File: src/rtl/lfsr_pkg.sv
// rtl/lfsr_pkg.sv - shared types, constants and step function for the LFSR generator
package lfsr_pkg;

    localparam int MAX_W = 32;

    typedef enum logic {
        S_IDLE = 1'b0,
        S_DRAW = 1'b1
    } draw_state_t;

    localparam logic [7:0]  TAPS_8  = 8'hB8;
    localparam logic [7:0]  SEED_8  = 8'hE1;
    localparam logic [15:0] TAPS_16 = 16'hB400;
    localparam logic [15:0] SEED_16 = 16'hACE1;

    // Operates on a MAX_W container; callers zero-extend and truncate to their width.
    function automatic logic [MAX_W-1:0] lfsr_step(input logic [MAX_W-1:0] state,
                                                  input logic [MAX_W-1:0] taps);
        return (state >> 1) ^ (state[0] ? taps : '0);
    endfunction

endpackage

File: src/rtl/lfsr_rng_if.sv
// rtl/lfsr_rng_if.sv - draw request/result port of the LFSR generator
interface lfsr_rng_if #(
    parameter int OUT_W = 8
);
    logic [OUT_W-1:0] range;
    logic             req;
    logic             busy;
    logic             valid;
    logic [OUT_W-1:0] rnd;
    logic             timeout;

    modport master (output range, req, input busy, valid, rnd, timeout);
    modport slave  (input range, req, output busy, valid, rnd, timeout);
endinterface

File: src/rtl/lfsr_core.sv
// rtl/lfsr_core.sv - Galois LFSR state register with load/step priority and zero-seed fix
module lfsr_core
    import lfsr_pkg::*;
#(
    parameter int               WIDTH        = 16,
    parameter logic [WIDTH-1:0] TAPS         = TAPS_16,
    parameter logic [WIDTH-1:0] DEFAULT_SEED = SEED_16
) (
    input  logic             clk,
    input  logic             rst,
    input  logic [WIDTH-1:0] seed,
    input  logic             load,
    input  logic             step,
    output logic [WIDTH-1:0] q,
    output logic             zero_fix
);

    // An all-zero state is a lockup for the LFSR, so it is never allowed in.
    localparam logic [WIDTH-1:0] RESET_Q = (DEFAULT_SEED == '0) ? WIDTH'(1) : DEFAULT_SEED;

    always_ff @(posedge clk or posedge rst) begin
        if (rst) begin
            q        <= RESET_Q;
            zero_fix <= 1'b0;
        end else if (load) begin
            if (seed == '0) begin
                q        <= WIDTH'(1);
                zero_fix <= 1'b1;
            end else begin
                q <= seed;
            end
        end else if (step) begin
            q <= WIDTH'(lfsr_step(MAX_W'(q), MAX_W'(TAPS)));
        end
    end

endmodule

File: src/rtl/lfsr_rng.sv
// rtl/lfsr_rng.sv - LFSR generator with rejection-sampled bounded draw port
module lfsr_rng
    import lfsr_pkg::*;
#(
    parameter int               WIDTH        = 16,
    parameter logic [WIDTH-1:0] TAPS         = TAPS_16,
    parameter logic [WIDTH-1:0] DEFAULT_SEED = SEED_16,
    parameter int               OUT_W        = 8,
    parameter int               MAX_TRY      = 16
) (
    input  logic             clk,
    input  logic             rst,
    input  logic [WIDTH-1:0] seed,
    input  logic             load,
    input  logic             en,
    output logic             zero_fix,
    output logic [WIDTH-1:0] q,
    lfsr_rng_if.slave        drw
);

    localparam int TRY_W = (MAX_TRY > 1) ? $clog2(MAX_TRY) : 1;
    localparam logic [TRY_W-1:0] TRY_LAST = TRY_W'(MAX_TRY - 1);

    draw_state_t      state, state_n;
    logic [TRY_W-1:0] try_cnt, try_n;
    logic             valid_q, valid_n;
    logic             timeout_q, timeout_n;
    logic [OUT_W-1:0] rnd_q, rnd_n;
    logic [OUT_W-1:0] cand;
    logic             accept;

    // While drawing the state steps every cycle so each attempt sees a fresh candidate.
    lfsr_core #(
        .WIDTH        (WIDTH),
        .TAPS         (TAPS),
        .DEFAULT_SEED (DEFAULT_SEED)
    ) u_core (
        .clk      (clk),
        .rst      (rst),
        .seed     (seed),
        .load     (load),
        .step     (en || (state == S_DRAW)),
        .q        (q),
        .zero_fix (zero_fix)
    );

    assign cand   = q[OUT_W-1:0];
    assign accept = (drw.range == '0) || (cand < drw.range);

    always_ff @(posedge clk or posedge rst) begin
        if (rst) begin
            state     <= S_IDLE;
            try_cnt   <= '0;
            valid_q   <= 1'b0;
            timeout_q <= 1'b0;
            rnd_q     <= '0;
        end else begin
            state     <= state_n;
            try_cnt   <= try_n;
            valid_q   <= valid_n;
            timeout_q <= timeout_n;
            rnd_q     <= rnd_n;
        end
    end

    always_comb begin
        state_n   = state;
        try_n     = try_cnt;
        valid_n   = 1'b0;
        timeout_n = 1'b0;
        rnd_n     = rnd_q;
        case (state)
            S_IDLE: begin
                if (drw.req) begin
                    state_n = S_DRAW;
                    try_n   = '0;
                end
            end
            S_DRAW: begin
                if (accept) begin
                    rnd_n   = cand;
                    valid_n = 1'b1;
                    state_n = S_IDLE;
                end else if (try_cnt == TRY_LAST) begin
                    rnd_n     = '0;
                    valid_n   = 1'b1;
                    timeout_n = 1'b1;
                    state_n   = S_IDLE;
                end else begin
                    try_n = try_cnt + TRY_W'(1);
                end
            end
            default: state_n = S_IDLE;
        endcase
    end

    assign drw.busy    = (state == S_DRAW);
    assign drw.valid   = valid_q;
    assign drw.timeout = timeout_q;
    assign drw.rnd     = rnd_q;

endmodule

File: src/flat_wrapper.sv
// flat-port wrapper written by rule: the top's interface ports become plain ports
module lfsr_rng_flat import lfsr_pkg::*;
#(
    parameter int               WIDTH        = 16,
    parameter logic [WIDTH-1:0] TAPS         = TAPS_16,
    parameter logic [WIDTH-1:0] DEFAULT_SEED = SEED_16,
    parameter int               OUT_W        = 8,
    parameter int               MAX_TRY      = 16
)
  (clk, rst, seed, load, en, zero_fix, q, drw_range, drw_req, drw_busy, drw_valid, drw_rnd, drw_timeout);
  lfsr_rng_if #(.OUT_W(OUT_W)) drw_i ();
  input  logic clk;
  input  logic rst;
  input  logic [WIDTH-1:0] seed;
  input  logic load;
  input  logic en;
  output logic zero_fix;
  output logic [WIDTH-1:0] q;
  input wire logic [$bits(drw_i.range)-1:0] drw_range;
  input wire logic [$bits(drw_i.req)-1:0] drw_req;
  output wire logic [$bits(drw_i.busy)-1:0] drw_busy;
  output wire logic [$bits(drw_i.valid)-1:0] drw_valid;
  output wire logic [$bits(drw_i.rnd)-1:0] drw_rnd;
  output wire logic [$bits(drw_i.timeout)-1:0] drw_timeout;
  assign drw_i.range = drw_range;
  assign drw_i.req = drw_req;
  assign drw_busy = drw_i.busy;
  assign drw_valid = drw_i.valid;
  assign drw_rnd = drw_i.rnd;
  assign drw_timeout = drw_i.timeout;
  lfsr_rng #(.WIDTH(WIDTH), .TAPS(TAPS), .DEFAULT_SEED(DEFAULT_SEED), .OUT_W(OUT_W), .MAX_TRY(MAX_TRY)) u_core (.clk(clk), .rst(rst), .seed(seed), .load(load), .en(en), .zero_fix(zero_fix), .q(q), .drw(drw_i));
endmodule
File: config.mk
export PLATFORM = sky130hd
export DESIGN_NAME = lfsr_rng_flat
export DESIGN_NICKNAME = d
export VERILOG_FILES = /design/src/rtl/lfsr_pkg.sv /design/src/rtl/lfsr_rng_if.sv /design/src/rtl/lfsr_core.sv /design/src/rtl/lfsr_rng.sv /design/src/flat_wrapper.sv
export SDC_FILE = /design/constraint.sdc
export NUM_CORES = 1
export LEC_CHECK = 0
export BUFFER_PORTS_ARGS = -buffer_cell sky130_fd_sc_hd__buf_2
export CAP_MARGIN = 20
export CORE_UTILIZATION = 50
export DETAILED_ROUTE_END_ITERATION = 10
export GPL_TIMING_DRIVEN = 0
export HOLD_SLACK_MARGIN = 0.02
export PLACE_DENSITY = 0.79
export SLEW_MARGIN = 30
export SYNTH_ARGS = -nofsm -noshare
export SYNTH_HDL_FRONTEND = slang
export SYNTH_SLANG_ARGS = --single-unit
File: constraint.sdc
create_clock -name clk -period 3.12 [get_ports clk]
set_input_delay 0.468 -clock clk [delete_from_list [all_inputs] [get_ports clk]]
set_output_delay 0.468 -clock clk [all_outputs]
set_load 0.02 [all_outputs]
==> metrics.txt, run 1 <==
# TYPE chip_impl_metric gauge
chip_impl_metric{name="cts_num_sinks",unit=""} 32
chip_impl_info{name="startpoint_class",value="flip-flop"} 1
chip_impl_metric{name="largest_net_degree_at_the_start_of_global_routing",unit=""} 33
chip_impl_metric{name="post-place-cells",unit=""} 268
chip_impl_metric{name="timing_hold_violations_final",unit=""} 0
chip_impl_metric{name="die_h",unit="um"} 60.6
chip_impl_metric{name="core_area",unit="um2"} 3150
chip_impl_metric{name="synth-warning-count",unit=""} 0
chip_impl_info{name="worstSetupPathType",value="reg2reg"} 1
chip_impl_metric{name="clock_tree.htree_level_count",unit=""} 2
chip_impl_metric{name="drt-wirelength-per-cell",unit="um"} 13.6
chip_impl_metric{name="critical_path_required",unit="ns"} 3.33
chip_impl_metric{name="globalRoute.totalOverflow",unit=""} 0
chip_impl_metric{name="gpl.final_weighted_congestion",unit=""} 0.789
chip_impl_metric{name="synth.ff_latch_count",unit=""} 32
chip_impl_metric{name="cts.repair_timing.setup_buffer_count",unit=""} 0
chip_impl_info{name="dominantRegCellSynth",value="sky130_fd_sc_hd__dfrtp_1"} 1
chip_impl_metric{name="final_critical_path_setup_slack",unit="ns"} 0.956
chip_impl_metric{name="initial_utilization",unit="%"} 54.5
chip_impl_metric{name="setup_viol",unit=""} 0
chip_impl_info{name="worstHoldPathType",value="in2async"} 1
chip_impl_metric{name="per_cell_via_count_in_the_routed_design",unit=""} 5.45
chip_impl_metric{name="fillCellCount",unit=""} 283
chip_impl_info{name="clock_tree.root_cell",value="sky130_fd_sc_hd__clkbuf_4"} 1
chip_impl_metric{name="clock-skew-final",unit="ns"} 0.00556
chip_impl_metric{name="holdWs",unit="ns"} 0.218
chip_impl_metric{name="detailedRoute.firstIterationViolations",unit=""} 66
chip_impl_metric{name="fp.dieArea",unit="um2"} 3670
chip_impl_metric{name="final.period_utilization",unit="%"} 69.4
chip_impl_info{name="critical_path.cell_chain",value="ha_1 -> nand2_1 -> a211o_1 -> o32ai_2 -> nand2_1 -> o311a_1"} 1
chip_impl_info{name="clock_tree_from_tritoncts",value="yes"} 1
chip_impl_metric{name="clkLatencyLatePin",unit="ns"} 0.32
chip_impl_metric{name="nets",unit=""} 268
chip_impl_metric{name="drv.max_cap_violation_count",unit=""} 0
chip_impl_metric{name="drive_gt1_share",unit="%"} 35.8
chip_impl_info{name="post_synth_main_area_contributors",value="sky130_fd_sc_hd__dfrtp_1 (35%), sky130_fd_sc_hd__dfstp_2 (12%), sky130_fd_sc_hd__mux2i_1 (7.0%)"} 1
chip_impl_info{name="rsz_0062_raised_after_global_routing",value="false"} 1
chip_impl_metric{name="share_of_synthesized_area_occupied_by_flip_flops_and_latches",unit="%"} 47.2
chip_impl_metric{name="fin_tns_setup",unit="ns"} 0
chip_impl_metric{name="ant_nets",unit=""} 0
chip_impl_metric{name="max_slew_margin",unit="%"} 57.7
chip_impl_metric{name="clock_pin_slew_on_the_worst_setup_and_hold_paths",unit="ns"} 0.09
chip_impl_metric{name="synth_nets",unit=""} 205
chip_impl_metric{name="area_taken_by_multi_input_logic_gates",unit="um2"} 828
chip_impl_metric{name="dr.pass1.iters",unit=""} 4
chip_impl_metric{name="final-max-slew-violation-count",unit=""} 0
chip_impl_metric{name="pre_cts_slack",unit="ns"} 0.834
chip_impl_metric{name="power_leakage",unit="nW"} 1.04
chip_impl_metric{name="cpPeakStageDelay",unit="ns"} 0.60
chip_impl_metric{name="async_reset_ff_share",unit="%"} 100
chip_impl_metric{name="power",unit="mW"} 1.36
chip_impl_metric{name="average_size_of_a_mapped_cell",unit="um2"} 10.2
chip_impl_info{name="timing.critical_path.slowest_stage_cell",value="sky130_fd_sc_hd__dfstp_2"} 1
chip_impl_metric{name="postSynthCellCount",unit=""} 168
chip_impl_metric{name="globalRouteTotalUtil",unit="%"} 23.1
chip_impl_metric{name="setup_slack_of_the_worst_register_to_register_path",unit="ns"} 0.96
chip_impl_metric{name="diode_count",unit=""} 0
chip_impl_metric{name="num_io_pins",unit=""} 57
chip_impl_metric{name="via_count",unit=""} 1504
chip_impl_metric{name="cts_resized",unit=""} 0
chip_impl_metric{name="synthDistinctLibCells",unit=""} 39
chip_impl_info{name="layout.cells.most_common",value="sky130_fd_sc_hd__buf_2"} 1
chip_impl_metric{name="cts_made_buffers",unit=""} 5
chip_impl_info{name="status",value="complete, no violations"} 1
chip_impl_metric{name="detailedPlacementHpwl",unit="mm"} 2.85
chip_impl_metric{name="fmaxAchievable",unit="MHz"} 462
chip_impl_metric{name="clock_tree.buffer_depth",unit=""} 2
chip_impl_metric{name="drc",unit=""} 0
chip_impl_info{name="yosys.area.top_type",value="sky130_fd_sc_hd__dfrtp_1"} 1
chip_impl_metric{name="postRouteWirelength",unit="mm"} 3.77
chip_impl_metric{name="r2r_cells",unit=""} 6
chip_impl_metric{name="mappedNetlistArea",unit="um2"} 1720
chip_impl_metric{name="grt_pass1_vias",unit=""} 1347
chip_impl_metric{name="postCtsHoldBufs",unit=""} 0
chip_impl_info{name="mostFrequentLayoutCells",value="sky130_fd_sc_hd__buf_2 (59), sky130_fd_sc_hd__dfrtp_1 (24), sky130_fd_sc_hd__nand2_1 (22)"} 1
chip_impl_metric{name="numPortBuffers",unit=""} 56
chip_impl_metric{name="peakVddDrop",unit="uV"} 299
chip_impl_metric{name="period_needed",unit="ns"} 2.16
chip_impl_info{name="crit_path_end_kind",value="flip-flop"} 1
chip_impl_metric{name="std_cell_rows",unit=""} 20
chip_impl_metric{name="power_density_over_cell_area",unit="nW/um2"} 643
chip_impl_metric{name="worst-slew-pin-transition",unit="ns"} 0.633
chip_impl_metric{name="synth-edff-count",unit=""} 0
chip_impl_metric{name="final_cells",unit=""} 276
chip_impl_metric{name="synth_top_cell_area_share",unit="%"} 35.0
chip_impl_info{name="critical-path-top-cell-by-count",value="sky130_fd_sc_hd__nand2_1"} 1
chip_impl_metric{name="floorplan.die.width",unit="um"} 60.6
chip_impl_metric{name="sequential_cell_area",unit="um2"} 811
chip_impl_metric{name="flow.area_growth_from_synthesis",unit="%"} 22.9
chip_impl_metric{name="critical_path_arrival",unit="ns"} 2.37
chip_impl_metric{name="worstPathMaxFanout",unit=""} 6
chip_impl_metric{name="first_pass_grt_wire_length",unit="mm"} 6.24
chip_impl_metric{name="antenna_found_initial",unit=""} 0
[metrics by stage]
step	utilization, %	area [um2]
3_5_place_dp	65.1	2050
6_report	67.0	2110
4_1_cts	67.0	2110
2_1_floorplan	-	1720
3_3_place_gp	65.1	2050
5_1_grt	67.0	2110
[metal layers]
metal | track usage (%) | share of wire [%] | vias up
li1 | - | - | 736
met1 | 33.9 | 50 | 692
met2 | 33.6 | 43 | 73
met3 | 6.40 | 7.3 | 3
met4 | 6.82 | 0.48 | 0
met5 | 0 | 0 | -
[cell families after synthesis]
kind of cell             share of synthesized area, %
XOR/XNOR                                         1.53
AND/OR/NAND/NOR                                  13.5
AO/OA/AOI/OAI                                    19.7
buffers and inverters                            4.59
adder cells (fa/ha/maj)                          5.83
flip-flops                                       47.2
multiplexers                                     7.65
[Yosys cell counts (2+ instances only)]
cell,number
sky130_fd_sc_hd__xnor2_1,3
sky130_fd_sc_hd__a22o_1,8
sky130_fd_sc_hd__and3_1,2
sky130_fd_sc_hd__dfstp_2,8
sky130_fd_sc_hd__mux2i_1,12
sky130_fd_sc_hd__buf_2,3
sky130_fd_sc_hd__nor4_1,5
sky130_fd_sc_hd__clkbuf_1,3
sky130_fd_sc_hd__dfrtp_1,24
sky130_fd_sc_hd__ha_1,8
sky130_fd_sc_hd__a21oi_1,5
sky130_fd_sc_hd__inv_1,12
sky130_fd_sc_hd__o21ai_0,15
sky130_fd_sc_hd__nor2b_1,2
sky130_fd_sc_hd__o31ai_1,2
sky130_fd_sc_hd__nand4_1,2
sky130_fd_sc_hd__o211ai_1,2
sky130_fd_sc_hd__nand2_1,22
sky130_fd_sc_hd__nand3_1,2
sky130_fd_sc_hd__o21a_1,2
sky130_fd_sc_hd__nor2_1,8
[flip-flops by register name, indices dropped and copies added (netlist names)]
register and cells:
u_core.drw.rnd 8, u_core.u_core.q 16, u_core.u_core.zero_fix 1, u_core.drw.valid 1, u_core.try_cnt 4, u_core.drw.busy 1, u_core.drw.timeout 1
[area by class of cell]
| cell class | count | area share (%) |
|---|---|---|
| multi-input cells | 117 | 39.2 |
| flip-flops and latches | 32 | 38.4 |
| repair buffers | 56 | 13.3 |
| clock buffers | 8 | 2.78 |
| well taps | 44 | 2.61 |
| inverters | 12 | 2.13 |
| plain buffers | 7 | 1.60 |
[power by group]
group / internal (mW) / leakage (nW) / total, mW / switching (mW)
Clock: 0.111 / 0.0326 / 0.245 / 0.133
Combinational: 0.210 / 0.628 / 0.516 / 0.306
Sequential: 0.522 / 0.383 / 0.598 / 0.0754
Total: 0.844 / 1.04 / 1.36 / 0.514
[worst paths after layout]
path | startpoint | to
worst min-delay path | rst | u_core.drw.timeout$_DFF_PP0_
worst min register to register | u_core.u_core.zero_fix$_DFFE_PP0P_ | u_core.u_core.zero_fix$_DFFE_PP0P_
min in group clk | seed[14] | u_core.u_core.q[14]$_DFFE_PP0P_
worst max-delay path | u_core.u_core.q[5]$_DFFE_PP1P_ | u_core.try_cnt[2]$_DFFE_PP0P_
max in group asynchronous | rst | u_core.u_core.q[12]$_DFFE_PP0P_
worst max register to register | u_core.u_core.q[5]$_DFFE_PP1P_ | u_core.try_cnt[2]$_DFFE_PP0P_
[worst max-delay path: cells and delay by family, from the launching register on]
kind            cells  cell delay, ns
fa+ha+maj           1            0.15
flops               1            0.60
compound gates      3            1.07
simple gates        2            0.23
Power figures use the tool's default switching activity.
==> inputs of run 2 (changes only) <==
- CORE_UTILIZATION: 50 -> 45
- PLACE_DENSITY: 0.79 -> 0.75
- clock period: 3.12 -> 1.9 ns (I/O delays scaled with it)
==> run 2 against run 1 <==
  * The run now ends with setup timing left
  * Utilization decreased by 4.0 points
  * Critical path depth did not move
  * Register-to-register slack worse by 0.97 ns
  * Maximum frequency grew 13%
  * Via count is 1.7% higher
  * Sequential cell count did not move
  * Setup slack got worse by 0.97 ns
  * First-iteration DRC count decreased by 4.5%
  * Clock-buffer cell count down 1
  * Power is 80% higher
==> metrics.txt, run 2 (synthesis results as in run 1) <==
# TYPE chip_impl_metric gauge
chip_impl_info{name="status",value="finished, violations left"} 1
chip_impl_info{name="violated_checks",value="setup timing"} 1
chip_impl_metric{name="drt-wirelength-per-cell",unit="um"} 14.5
chip_impl_metric{name="clock_tree.htree_level_count",unit=""} 2
chip_impl_metric{name="clock_tree.buffer_depth",unit=""} 2
chip_impl_metric{name="detailedPlacementHpwl",unit="mm"} 2.93
chip_impl_metric{name="final_critical_path_setup_slack",unit="ns"} -0.0152
chip_impl_metric{name="clock_pin_slew_on_the_worst_setup_and_hold_paths",unit="ns"} 0.07
chip_impl_metric{name="via_count",unit=""} 1529
chip_impl_metric{name="critical_path_arrival",unit="ns"} 2.08
chip_impl_metric{name="diode_count",unit=""} 0
chip_impl_metric{name="dr.pass1.iters",unit=""} 4
chip_impl_metric{name="sequential_cell_area",unit="um2"} 812
chip_impl_info{name="critical_path.startpoint",value="u_core.u_core.q[4]$_DFFE_PP0P_"} 1
chip_impl_metric{name="worst-slew-pin-transition",unit="ns"} 0.637
chip_impl_metric{name="clkLatencyLatePin",unit="ns"} 0.29
chip_impl_metric{name="period_needed",unit="ns"} 1.92
chip_impl_info{name="crit_path_end_kind",value="flip-flop"} 1
chip_impl_metric{name="final-max-slew-violation-count",unit=""} 0
chip_impl_metric{name="critical_path_required",unit="ns"} 2.06
chip_impl_metric{name="num_io_pins",unit=""} 57
chip_impl_info{name="layout.cells.most_common",value="sky130_fd_sc_hd__buf_2"} 1
chip_impl_metric{name="postCtsHoldBufs",unit=""} 0
chip_impl_metric{name="post-route-cell-area",unit="um2"} 2310
chip_impl_metric{name="core_area",unit="um2"} 3660
chip_impl_info{name="clock_tree_from_tritoncts",value="yes"} 1
chip_impl_metric{name="clock-skew-final",unit="ns"} 0.00896
chip_impl_metric{name="antenna_found_initial",unit=""} 0
chip_impl_info{name="top_signal_layer_used",value="met4"} 1
chip_impl_metric{name="max_slew_margin",unit="%"} 57.5
chip_impl_metric{name="fp.dieArea",unit="um2"} 4070
chip_impl_info{name="worstSetupPathType",value="reg2reg"} 1
chip_impl_metric{name="first_pass_grt_wire_length",unit="mm"} 6.90
chip_impl_metric{name="detail_route.wirelength.met1",unit="mm"} 2.06
chip_impl_metric{name="globalRouteTotalUtil",unit="%"} 22.3
chip_impl_metric{name="cts_made_buffers",unit=""} 5
chip_impl_metric{name="worstPathMaxFanout",unit=""} 3
chip_impl_metric{name="fillCellCount",unit=""} 323
chip_impl_metric{name="cts_num_sinks",unit=""} 32
chip_impl_metric{name="met2_wirelength",unit="mm"} 1.81
chip_impl_metric{name="post_dp_cell_area",unit="um2"} 2080
chip_impl_metric{name="final.period_utilization",unit="%"} 101
chip_impl_metric{name="grt_pass1_vias",unit=""} 1484
chip_impl_metric{name="drc",unit=""} 0
chip_impl_metric{name="power_leakage",unit="nW"} 1.10
chip_impl_metric{name="gpl.final_weighted_congestion",unit=""} 0.742
chip_impl_metric{name="flip_flop_count_of_the_largest_register_all_copies_and_words_added",unit=""} 16
chip_impl_metric{name="holdWs",unit="ns"} 0.0811
chip_impl_metric{name="std_cell_rows",unit=""} 22
chip_impl_metric{name="drv.max_cap_violation_count",unit=""} 0
chip_impl_info{name="largest_register",value="u_core.u_core.q"} 1
chip_impl_metric{name="numPortBuffers",unit=""} 56
chip_impl_metric{name="die_h",unit="um"} 63.8
chip_impl_metric{name="setup_viol",unit=""} 3
chip_impl_metric{name="initial_utilization",unit="%"} 46.9
chip_impl_metric{name="power_density_over_cell_area",unit="nW/um2"} 1060
chip_impl_metric{name="per_cell_via_count_in_the_routed_design",unit=""} 5.33
chip_impl_metric{name="flow.area_growth_from_synthesis",unit="%"} 34.3
chip_impl_info{name="clock_tree.root_cell",value="sky130_fd_sc_hd__clkbuf_8"} 1
chip_impl_metric{name="nets",unit=""} 275
chip_impl_metric{name="peakVddDrop",unit="uV"} 580
chip_impl_metric{name="ant_nets",unit=""} 0
chip_impl_info{name="startpoint_class",value="flip-flop"} 1
chip_impl_metric{name="postRouteWirelength",unit="mm"} 4.15
chip_impl_metric{name="globalRoute.totalOverflow",unit=""} 0
chip_impl_metric{name="area_taken_by_multi_input_logic_gates",unit="um2"} 942
chip_impl_info{name="rsz_0062_raised_after_global_routing",value="true"} 1
chip_impl_metric{name="fmaxAchievable",unit="MHz"} 522
chip_impl_metric{name="route.met3.wl",unit="um"} 214
chip_impl_metric{name="detailedRoute.firstIterationViolations",unit=""} 63
chip_impl_metric{name="timing_hold_violations_final",unit=""} 0
chip_impl_info{name="worstHoldPathType",value="in2async"} 1
chip_impl_metric{name="drive_gt1_share",unit="%"} 41.8
chip_impl_metric{name="largest_net_degree_at_the_start_of_global_routing",unit=""} 33
chip_impl_info{name="critical_path.reg2reg.startpoint",value="u_core.u_core.q[4]$_DFFE_PP0P_"} 1
chip_impl_metric{name="floorplan.die.width",unit="um"} 63.8
chip_impl_info{name="mostFrequentLayoutCells",value="sky130_fd_sc_hd__buf_2 (59), sky130_fd_sc_hd__dfrtp_1 (23), sky130_fd_sc_hd__nand2_1 (19)"} 1
run 2: changes by cell type in the layout (fill, tap and decap cells not counted), moves of 2 or more:
cell / delta
sky130_fd_sc_hd__clkbuf_4: -5
sky130_fd_sc_hd__buf_4: +4
sky130_fd_sc_hd__clkbuf_8: +4
sky130_fd_sc_hd__ha_1: -4
sky130_fd_sc_hd__ha_4: +4
sky130_fd_sc_hd__nand2_1: -3
sky130_fd_sc_hd__nand2_2: +3
sky130_fd_sc_hd__buf_6: +2
run 2: area by class of cell:
class	instances	area share [%]
Multi-Input combinational cell	118	40.8
Clock inverter	1	0.217
Inverter	12	1.95
Sequential cell	32	35.2
Buffer	6	1.14
Timing Repair Buffer	63	14.8
Tap cell	48	2.60
Clock buffer	7	3.31
run 2: critical path: stages (launching register included):
cell and delay (ns):
sky130_fd_sc_hd__dfrtp_2 0.43, sky130_fd_sc_hd__ha_4 0.27, sky130_fd_sc_hd__nand2_2 0.04, sky130_fd_sc_hd__a211o_1 0.31, sky130_fd_sc_hd__o32ai_4 0.32, sky130_fd_sc_hd__nand2_2 0.11
sky130_fd_sc_hd__o311a_1 0.31
run 2: metrics by stage:
step                      util [%]  cells  power (mW)  setup TNS (ns)  setup slack (ns)
after detailed placement      56.9    272        1.86          -0.890            -0.132
after CTS                     61.5    288        2.43          -0.322           -0.0526
after floorplan                  -    168        1.58          -0.107           -0.0117
after global placement        56.9    272        1.84          -0.645           -0.0808
final                         63.0    287        2.45         -0.0211           -0.0152
after global routing          63.0    287        2.60          -0.567           -0.0837
run 2: layer usage:
layer	up-vias	global-route usage, %
met2	52	33.2
met5	-	0
met3	6	5.36
li1	748	-
met4	0	7.67
met1	723	31.6
run 2: path summary, 6_finish.rpt:
check | end | slack (ns) | depth (start not counted)
worst max register to register | u_core.try_cnt[2]$_DFFE_PP0P_ | -0.02 | 6
worst min register to register | u_core.u_core.zero_fix$_DFFE_PP0P_ | 0.48 | 2
max in group asynchronous | u_core.u_core.q[4]$_DFFE_PP0P_ | 1.37 | 2
worst max-delay path | u_core.try_cnt[2]$_DFFE_PP0P_ | -0.02 | 6
min in group clk | u_core.u_core.q[14]$_DFFE_PP0P_ | 0.22 | 3
worst min-delay path | u_core.u_core.q[3]$_DFFE_PP0P_ | 0.08 | 2
run 2: timing repair:
item,CTS,global route
cloned,1,0
endpoints found under the setup margin,12,13
gates resized for setup,4,9
pin swaps,3,3
buffers inserted,7,0
hold endpoints to repair,0,0
run 2: report_power, final:
group / leakage (nW) / internal, mW / switching, mW
combinational: 0.676 / 0.410 / 0.552
clock: 0.0422 / 0.256 / 0.240
sequential: 0.382 / 0.861 / 0.127
total: 1.10 / 1.53 / 0.920
==> inputs of run 3 (changes only) <==
- BUFFER_PORTS_ARGS: -buffer_cell sky130_fd_sc_hd__buf_2 -> not set
- CORE_UTILIZATION: 45 -> 50
- DONT_BUFFER_PORTS: not set -> 1
- PLACE_DENSITY: 0.75 -> 0.68
- TNS_END_PERCENT: not set -> 50
==> run 3 against run 2 <==
  * The flow still finishes with violations (setup timing)
  * Global-route usage grew 3.0 points
  * Sequential power is 20% higher
  * Maximum frequency decreased by 8.6%
  * First-iteration DRC count grew 4.8%
  * Cell area shrank 14%
  * Utilization is 0.19 points higher
  * Via count decreased by 7.3%
  * Setup slack got worse by 0.18 ns
  * Clock-buffer cell count did not move
  * Highest routed layer unchanged
==> metrics.txt, run 3 (synthesis results as in run 1) <==
# TYPE chip_impl_metric gauge
chip_impl_metric{name="initial_utilization",unit="%"} 54.5
chip_impl_metric{name="fp.dieArea",unit="um2"} 3670
chip_impl_metric{name="worstPathMaxFanout",unit=""} 5
chip_impl_metric{name="clock_pin_slew_on_the_worst_setup_and_hold_paths",unit="ns"} 0.11
chip_impl_metric{name="worst-slew-pin-transition",unit="ns"} 0.650
chip_impl_metric{name="std_cell_rows",unit=""} 20
chip_impl_metric{name="clock_tree.buffer_depth",unit=""} 2
chip_impl_metric{name="numPortBuffers",unit=""} 0
chip_impl_metric{name="diode_count",unit=""} 0
chip_impl_metric{name="portion_of_total_power_attributed_to_sequential_cells",unit="%"} 54.6
chip_impl_metric{name="postRouteWirelength",unit="mm"} 4.30
chip_impl_metric{name="period_needed",unit="ns"} 2.10
chip_impl_info{name="mostFrequentLayoutCells",value="sky130_fd_sc_hd__dfrtp_1 (22), sky130_fd_sc_hd__nand2_1 (20), sky130_fd_sc_hd__o21ai_0 (14)"} 1
chip_impl_info{name="worstSetupPathType",value="reg2reg"} 1
chip_impl_metric{name="power_leakage",unit="nW"} 0.844
chip_impl_info{name="layout.cells.most_common",value="sky130_fd_sc_hd__dfrtp_1"} 1
chip_impl_metric{name="clkLatencyLatePin",unit="ns"} 0.35
chip_impl_metric{name="dr.pass1.iters",unit=""} 4
chip_impl_metric{name="setup_viol",unit=""} 15
chip_impl_info{name="timing.critical_path.to",value="u_core.try_cnt[3]$_DFFE_PP0P_"} 1
chip_impl_metric{name="flip_flop_count_of_the_largest_register_all_copies_and_words_added",unit=""} 16
chip_impl_info{name="critical_path.startpoint",value="u_core.u_core.q[5]$_DFFE_PP1P_"} 1
chip_impl_metric{name="ant_nets",unit=""} 0
chip_impl_metric{name="fin_tns_setup",unit="ns"} -1.98
chip_impl_metric{name="final-max-slew-violation-count",unit=""} 0
chip_impl_metric{name="first_pass_grt_wire_length",unit="mm"} 6.62
chip_impl_metric{name="drt-wirelength-per-cell",unit="um"} 19.1
chip_impl_info{name="clock_tree.root_cell",value="sky130_fd_sc_hd__clkbuf_4"} 1
chip_impl_info{name="crit_path_end_kind",value="flip-flop"} 1
chip_impl_info{name="worstHoldPathType",value="in2reg"} 1
chip_impl_metric{name="per_cell_via_count_in_the_routed_design",unit=""} 6.30
chip_impl_metric{name="floorplan.die.width",unit="um"} 60.6
chip_impl_metric{name="internal-power",unit="mW"} 1.30
chip_impl_metric{name="core_area",unit="um2"} 3150
chip_impl_metric{name="final_critical_path_setup_slack",unit="ns"} -0.196
chip_impl_metric{name="r2r_cells",unit=""} 6
chip_impl_info{name="critical_path.cell_chain",value="ha_4 -> nand2_2 -> a211o_1 -> o32a_4 -> nor4b_4 -> a221oi_1"} 1
chip_impl_metric{name="power_switching_share",unit="%"} 40.4
chip_impl_metric{name="die_h",unit="um"} 60.6
chip_impl_info{name="status",value="finished, violations left"} 1
chip_impl_info{name="rsz_0062_raised_after_global_routing",value="true"} 1
chip_impl_metric{name="nets",unit=""} 217
chip_impl_metric{name="total_switching_power",unit="mW"} 0.881
chip_impl_metric{name="cts_num_sinks",unit=""} 32
chip_impl_metric{name="comb_power_share",unit="%"} 28.5
chip_impl_metric{name="cts_made_buffers",unit=""} 5
chip_impl_metric{name="detailedPlacementHpwl",unit="mm"} 2.95
chip_impl_metric{name="postLayoutCoreUtil",unit="%"} 63.2
chip_impl_metric{name="critical_path_required",unit="ns"} 2.10
chip_impl_metric{name="final.period_utilization",unit="%"} 110
chip_impl_metric{name="peakVddDrop",unit="uV"} 664
chip_impl_metric{name="power.share.clock",unit="%"} 16.9
chip_impl_metric{name="largest_net_degree_at_the_start_of_global_routing",unit=""} 33
chip_impl_metric{name="drive_gt1_share",unit="%"} 23.2
chip_impl_info{name="violated_checks",value="setup timing"} 1
chip_impl_metric{name="setup_slack_of_the_worst_register_to_register_path",unit="ns"} -0.20
chip_impl_metric{name="timing_hold_violations_final",unit=""} 0
chip_impl_info{name="startpoint_class",value="flip-flop"} 1
chip_impl_metric{name="clock-skew-final",unit="ns"} 0.0231
chip_impl_metric{name="gpl.final_weighted_congestion",unit=""} 0.843
chip_impl_info{name="timing.critical_path.slowest_stage_cell",value="sky130_fd_sc_hd__dfstp_2"} 1
chip_impl_metric{name="max_slew_margin",unit="%"} 56.6
chip_impl_metric{name="flow.area_growth_from_synthesis",unit="%"} 16.0
chip_impl_metric{name="grt_pass1_vias",unit=""} 1519
chip_impl_metric{name="clock_tree.htree_level_count",unit=""} 2
chip_impl_metric{name="antenna_found_initial",unit=""} 0
chip_impl_metric{name="critical_path_arrival",unit="ns"} 2.29
chip_impl_metric{name="globalRouteTotalUtil",unit="%"} 25.2
chip_impl_metric{name="cpPeakStageDelay",unit="ns"} 0.68
chip_impl_metric{name="fmaxAchievable",unit="MHz"} 477
chip_impl_metric{name="globalRoute.totalOverflow",unit=""} 0
chip_impl_info{name="end_of_the_worst_register_to_register_path",value="u_core.try_cnt[3]$_DFFE_PP0P_"} 1
chip_impl_info{name="critical_path.reg2reg.startpoint",value="u_core.u_core.q[5]$_DFFE_PP1P_"} 1
chip_impl_info{name="largest_register",value="u_core.u_core.q"} 1
chip_impl_info{name="clock_tree_from_tritoncts",value="yes"} 1
chip_impl_metric{name="drc",unit=""} 0
chip_impl_metric{name="num_io_pins",unit=""} 57
chip_impl_metric{name="drv.max_cap_violation_count",unit=""} 0
chip_impl_metric{name="power_density_over_cell_area",unit="nW/um2"} 1090
chip_impl_metric{name="detailedRoute.firstIterationViolations",unit=""} 66
chip_impl_metric{name="via_count",unit=""} 1418
-- run 3: metal layers --
metal / up-vias / global-route usage [%] / wire, um
met5: - / 0 / 0
met4: 0 / 13.3 / 99
met3: 16 / 7.04 / 375
met2: 72 / 41.6 / 2090
met1: 694 / 30.1 / 1740
li1: 636 / - / -
-- run 3: how the worst min path moves through the flow --
| stage | start | end | cells after the start |
|---|---|---|---|
| floorplan | drw_req | u_core.try_cnt[3]$_DFFE_PP0P_ | 1 |
| global route | drw_req | u_core.try_cnt[0]$_DFFE_PP0P_ | 1 |
| global placement | drw_req | u_core.try_cnt[3]$_DFFE_PP0P_ | 1 |
| detailed placement | rst | u_core.drw.timeout$_DFF_PP0_ | 1 |
| finish | drw_req | u_core.try_cnt[0]$_DFFE_PP0P_ | 1 |
| CTS | drw_req | u_core.try_cnt[0]$_DFFE_PP0P_ | 1 |
-- run 3: worst max-delay path: cells and delay by family, from the launching register on --
family | cells | cell delay, ns
flip-flops | 1 | 0.68
AND/OR/NAND/NOR | 2 | 0.27
adder cells (fa/ha/maj) | 1 | 0.17
AO/OA/AOI/OAI | 3 | 0.82
-- run 3: per-stage QoR --
step                std cells  worst slack (ns)  cell area (um2)  total power [mW]  hold WS [ns]
floorplan                 168           -0.0117             1740              1.58         0.392
detailed placement        212            -0.184             1800              1.72         0.298
global placement          212            -0.153             1800              1.68         0.403
global route              225            -0.237             1990              2.32        0.0224
CTS                       223            -0.199             1910              2.13        0.0287
finish                    225            -0.196             1990              2.18        0.0309
-- run 3: final cells by class --
| cell class | count | area (um2) |
|---|---|---|
| clock buffers | 7 | 45.0 |
| multi-input cells | 118 | 956 |
| fillers | 285 | 1160 |
| inverters | 12 | 45.0 |
| flip-flops and latches | 32 | 813 |
| clock inverters | 1 | 5.00 |
| plain buffers | 7 | 33.8 |
| well taps | 44 | 55.1 |
| repair buffers | 4 | 40.0 |
-- run 3: power by group through the flow --
stage	logic (mW)	registers [mW]	clock network, mW
final	0.621	1.19	0.369
after detailed placement	0.519	1.20	0
after floorplan	0.432	1.15	0
after global routing	0.692	1.22	0.413
after global placement	0.494	1.19	0
after CTS	0.562	1.19	0.378
-- run 3: repair_timing --
action                     in CTS  in global routing
pin swaps                       5                  5
cloned                          1                  0
hold endpoints to repair       24                  0
buffers inserted                1                  2
setup endpoints to repair      14                 15
resized for setup               8                  9
hold buffers                    1                  0
